### config.mk
export PLATFORM = sky130hd
export DESIGN_NAME = alu_result_stage
export DESIGN_NICKNAME = d
export VERILOG_FILES = /design/src/rtl/alu_result_stage.sv
export SDC_FILE = /design/constraint.sdc
export NUM_CORES = 1
export LEC_CHECK = 0
export CAP_MARGIN = 15
export CORE_MARGIN = 8
export CORE_UTILIZATION = 25
export CTS_CLUSTER_DIAMETER = 200
export DETAILED_ROUTE_END_ITERATION = 6
export PLACE_DENSITY = 0.6
export SETUP_SLACK_MARGIN = 0.2
export SYNTH_ARGS = -nofsm -noshare
export SYNTH_HDL_FRONTEND = slang
export SYNTH_SLANG_ARGS = --single-unit
### constraint.sdc
create_clock -name clk -period 3.4 [get_ports clk]
set_clock_uncertainty 0.05 [all_clocks]
set_input_delay 0.51 -clock clk [delete_from_list [all_inputs] [get_ports clk]]
set_output_delay 0.51 -clock clk [all_outputs]
set_load 0.005 [all_outputs]
### src/rtl/alu_result_stage.sv
// Registered result stage behind the ALU units: opcode result select, Z/N/C/V flags,
// operand-a accumulator and a small valid/ready output FIFO.
module alu_result_stage #(
  parameter int WIDTH = 16,
  parameter int DEPTH = 2
) (
  input  logic             clk,
  input  logic             rst,
  input  logic             in_valid,
  output logic             in_ready,
  input  logic [3:0]       opcode,
  input  logic [WIDTH-1:0] or_result,
  input  logic [WIDTH-1:0] nor_result,
  input  logic [WIDTH-1:0] and_result,
  input  logic [WIDTH-1:0] nand_result,
  input  logic [WIDTH-1:0] xor_result,
  input  logic [WIDTH-1:0] xnor_result,
  input  logic [WIDTH-1:0] add_result,
  input  logic [WIDTH-1:0] sub_result,
  input  logic             add_carry,
  input  logic             sub_borrow,
  input  logic             add_ovf,
  input  logic             sub_ovf,
  output logic             out_valid,
  input  logic             out_ready,
  output logic [WIDTH-1:0] out_result,
  output logic [3:0]       out_flags,
  output logic             out_err,
  output logic [WIDTH-1:0] acc
);

  localparam int PW = (DEPTH > 1) ? $clog2(DEPTH) : 1;
  localparam int CW = $clog2(DEPTH + 1);
  localparam int EW = WIDTH + 5;

  function automatic logic [PW-1:0] ptr_inc(input logic [PW-1:0] p);
    if (p == PW'(DEPTH - 1)) ptr_inc = '0;
    else                     ptr_inc = p + PW'(1);
  endfunction

  function automatic logic [3:0] calc_flags(input logic [WIDTH-1:0] res, input logic c,
                                            input logic v, input logic err);
    if (err) calc_flags = 4'b0000;
    else     calc_flags = {(res == '0), res[WIDTH-1], c, v};
  endfunction

  logic [EW-1:0]    r_mem [DEPTH];
  logic [PW-1:0]    r_wr_ptr;
  logic [PW-1:0]    r_rd_ptr;
  logic [CW-1:0]    r_count;
  logic [EW-1:0]    r_head;
  logic [WIDTH-1:0] r_acc;

  logic [WIDTH-1:0] w_result;
  logic             w_c;
  logic             w_v;
  logic             w_err;
  logic [EW-1:0]    w_entry;
  logic             w_accept;
  logic             w_push;
  logic             w_pop;
  logic             w_acc_upd;
  logic [PW-1:0]    w_rd_next;
  logic [CW-1:0]    w_count_next;
  logic [EW-1:0]    w_head_next;

  assign in_ready  = (r_count < CW'(DEPTH));
  assign out_valid = (r_count != '0);
  assign {out_err, out_flags, out_result} = r_head;
  assign acc       = r_acc;

  assign w_accept  = in_valid & in_ready;
  assign w_push    = w_accept & (opcode != 4'd0);
  assign w_acc_upd = w_accept & (opcode >= 4'd1) & (opcode <= 4'd9);
  assign w_pop     = out_valid & out_ready;

  // Opcode result select and entry formation
  always_comb begin
    w_result = '0;
    w_c      = 1'b0;
    w_v      = 1'b0;
    w_err    = 1'b0;
    case (opcode)
      4'd0: w_result = '0;
      4'd1: w_result = or_result;
      4'd2: w_result = nor_result;
      4'd3: w_result = and_result;
      4'd4: w_result = nand_result;
      4'd5: w_result = xor_result;
      4'd6: w_result = xnor_result;
      4'd7: begin w_result = add_result; w_c = add_carry;  w_v = add_ovf; end
      4'd8: begin w_result = sub_result; w_c = sub_borrow; w_v = sub_ovf; end
      4'd9: w_result = '0;
      default: w_err = 1'b1;
    endcase
    w_entry = {w_err, calc_flags(w_result, w_c, w_v, w_err), w_result};
  end

  // Next head: the incoming entry when it becomes the head this edge, else stored data
  always_comb begin
    if (w_pop) w_rd_next = ptr_inc(r_rd_ptr);
    else       w_rd_next = r_rd_ptr;
    if (w_push && (w_rd_next == r_wr_ptr)) w_head_next = w_entry;
    else                                   w_head_next = r_mem[w_rd_next];
    case ({w_push, w_pop})
      2'b10:   w_count_next = r_count + CW'(1);
      2'b01:   w_count_next = r_count - CW'(1);
      default: w_count_next = r_count;
    endcase
  end

  // FIFO, head register and accumulator state
  always_ff @(posedge clk) begin
    if (rst) begin
      for (int i = 0; i < DEPTH; i++) r_mem[i] <= '0;
      r_wr_ptr <= '0;
      r_rd_ptr <= '0;
      r_count  <= '0;
      r_head   <= '0;
      r_acc    <= '0;
    end else begin
      if (w_push) begin
        r_mem[r_wr_ptr] <= w_entry;
        r_wr_ptr        <= ptr_inc(r_wr_ptr);
      end
      r_rd_ptr <= w_rd_next;
      r_count  <= w_count_next;
      if (w_count_next != '0) r_head <= w_head_next;
      if (w_acc_upd) r_acc <= w_result;
    end
  end

endmodule

==> impl_metrics.toml <==
[run_status]
status = "finished clean"

[min_path]
holdCritStartpoint = "r_head[7]$_SDFFE_PP0P_"
min_path_cells = 2
hold_path_class = "flip-flop to flip-flop"

[detailed_routing]
drt-total-wl_um = 18530
drc_errors = 0
via_per_inst = 4.793
drt_iter0_drc = 256
postRouteAntennaNets = 0
first_pass_iters = 4
wl_per_cell_um = 19.22
via_count = 4620

[setup_path]
cp_num_cells = 9
crit_family = "compound AO/OA/AOI/OAI gates"
worst_r2r_endpoint = "r_head[19]$_SDFFE_PP0P_"
ff2ff_setup_slack_ns = 0.84
crit_end = "r_head[19]$_SDFFE_PP0P_"
critPathMaxStageDelay_ns = 0.62
slowest_stage = "o21a_1"
crit_chain = "clkdlybuf4s50_1, or2_2, o311ai_4, ha_1, nor2b_1, a21oi_1, o21a_1, nand2_1, o32ai_2"
reg2reg_depth = 8
arrival_ns = 3.22
path_max_fanout = 19
worstSetupEndpointType = "flip-flop"
path_class = "input pin to flip-flop"
critPathRequiredTime_ns = 3.60
r2r-start = "r_count[1]$_SDFF_PP0_"
worst-path-buf-inv = 1
crit_start = "opcode[2]"
startpoint_type = "input pin"

[pwr]
ir_worst_vdd_mv = 0.2958
p_sw_share_pct = 33.61
switching_power_w = 0.001422
p_seq_share_pct = 33.3
combPwrFrac_pct = 44.4
p_leak_nw = 2.750
p_per_area_nw_per_um2 = 572.8
intPower_w = 0.002808
power.share.clock_pct = 22.3
power_w = 0.004230

[floorplan]
die_w_um = 156.2
design.core.area_um2 = 19400
rows = 51
die_h_um = 156.2
start_util_pct = 25.34
ios = 179
die-area_um2 = 24400

[cells_and_area]
area_growth_pct = 50.25
nets = 834
drive_above_1_share_pct = 13.18

[synthesis]
syn_inst = 510
synth_cell_types = 63
ys_seq_area_share_pct = 42.36
yosys_warnings = 0
synth_ff_type = "edfxtp_1"
syn_area_um2 = 4915
synth_fp_nets = 651
ys_top_cells_by_area = "edfxtp_1 (26%), dfxtp_1 (17%), mux2i_1 (7.5%)"
synth_edf_count = 42
synth_top_area_share_pct = 25.66
avgSynthCellArea_um2 = 9.637
async_flop_share_pct = 0
synth_top_area_cell = "edfxtp_1"
ys_seq_elements = 83

[flow_run]
maxCapViolations = 0

[global_routing]
antenna_found_initial = 1
grt_pass1_vias = 4892
grt_pass1_wl_um = 28610
grt_util_all_layers_pct = 15.30
grt-ovfl-total = 0
grt_max_degree = 40

[placement]
place_ws_ns = -0.003558
dpl.hpwl_um = 14600
place_congestion = 0.8783
place.port_buffers = 178

[sta]
tightest_slew_ns = 1.194
hold_viol_final = 0
setup_viol = 0
period_share_pct = 88.74
drv_slew = 0
hold_ws_ns = 0.4064
maxSlewHeadroom_pct = 20.21
fin_ws_ns = 0.3828
rsz0062_at_grt = "no"
period_needed_ns = 3.017
finalSetupTns_ns = 0
fmax_mhz = 331.4

[clocking]
cts_buffers = 9
cts_setup_buffers = 0
clock_latency_ns = 0.34
root_buffer = "clkbuf_16"
cts_hold_buf = 0
clkSinkCount = 83
htreeDepth = 3
cts_tree = "yes"
cts.repair.resized = 0
cts_buffer_depth = 2
clk_pin_slew_ns = 0.06
flip-flops by register name (all words and copies together) (netlist names):
name,count
r_head,21
r_wr_ptr,1
r_count,2
acc,16
r_rd_ptr,1
r_mem,42
metrics by stage:
stage | cells | instance area [um2] | utilization (%)
after floorplan | 510 | 4915 | -
after global placement | 946 | 7087 | 36.53
after detailed placement | 946 | 7087 | 36.53
after CTS | 962 | 7367 | 37.98
after global routing | 964 | 7385 | 38.07
final | 964 | 7385 | 38.07
synth_stat cells (all sizes together), types with 3 or more instances:
master / instances
nor2b: 13
mux2i: 37
nand2b: 3
nand2: 59
clkbuf: 16
inv: 4
o21a: 3
or2: 3
a211oi: 22
nor2: 61
buf: 25
edfxtp: 42
a21oi: 33
a2111oi: 3
or3b: 5
o32a: 3
nand3b: 17
mux2: 14
nor3b: 5
and2: 4
a22o: 9
a221oi: 4
a22oi: 3
a32oi: 8
o21ai: 7
nor3: 6
nand3: 25
dfxtp: 41
area by class of cell:
type / instances / area [um2]
well taps: 265 / 331.6
clock buffers: 13 / 240.2
clock inverters: 3 / 40.04
multi-input cells: 382 / 2606
fillers: 2013 / 12010
inverters: 4 / 15.01
flip-flops and latches: 83 / 2082
diodes: 1 / 2.502
repair buffers: 213 / 2067
metal layers:
metal / global-route usage, % / part of all wire, %
met5: 0 / 0
met4: 4.485 / 1.5
met3: 5.792 / 9.0
met2: 24.65 / 46
met1: 18.69 / 43
tightest hold or removal path, delay by kind of cell (launching register included):
kind	cells	cell delay, ns
compound gates	1	0.05
flops	1	0.31
simple gates	1	0.05
kinds of logic after synthesis:
group | after synthesis | share of synthesized area [%]
adders and majority gates | 1 | 0.2545
and+or+nand+nor | 213 | 21.69
muxes | 51 | 10.97
xor gates and xnor gates | 4 | 0.9929
DFF | 83 | 42.36
buffers and inverters | 45 | 4.990
AOI/OAI and AO/OA | 113 | 18.74
power groups by stage:
stage                     Sequential, W  Clock, W  Combinational, W
after detailed placement        0.00144         0           0.00190
after global placement          0.00143         0           0.00188
after global routing            0.00144  0.000994           0.00206
after CTS                       0.00142  0.000957           0.00190
after floorplan                 0.00142         0           0.00100
final                           0.00141  0.000942           0.00188
worst min path at each step:
stage,end,slack [ns]
after CTS,r_head[7]$_SDFFE_PP0P_,0.41
after global routing,r_head[2]$_SDFFE_PP0P_,0.43
after floorplan,r_head[0]$_SDFFE_PP0P_,0.40
final,r_head[7]$_SDFFE_PP0P_,0.41
after global placement,r_head[15]$_SDFFE_PP0P_,0.40
after detailed placement,r_head[7]$_SDFFE_PP0P_,0.40
cell usage in the layout, fill, tap and decap left out, types with 3 or more instances in the layout:
master             n
nor3b_1            4
inv_1              4
nor2b_1           12
clkdlybuf4s50_1  176
nand3b_1          17
clkbuf_16          9
nand2b_1           3
or3b_2             5
nand3_1           25
a21oi_1           33
nand2_1           59
mux2i_1           37
clkbuf_1           4
o21a_1             3
nor2_1            61
o32a_1             3
a22oi_1            3
dfxtp_1           41
o21ai_0            6
or2_2              3
and2_1             4
nor3_1             5
a32oi_1            8
edfxtp_1          42
buf_4             32
mux2_4             3
a211oi_1          21
mux2_2            11
a22o_1             9
a221oi_2           4
No activity file was read; power rests on OpenSTA's default activity.
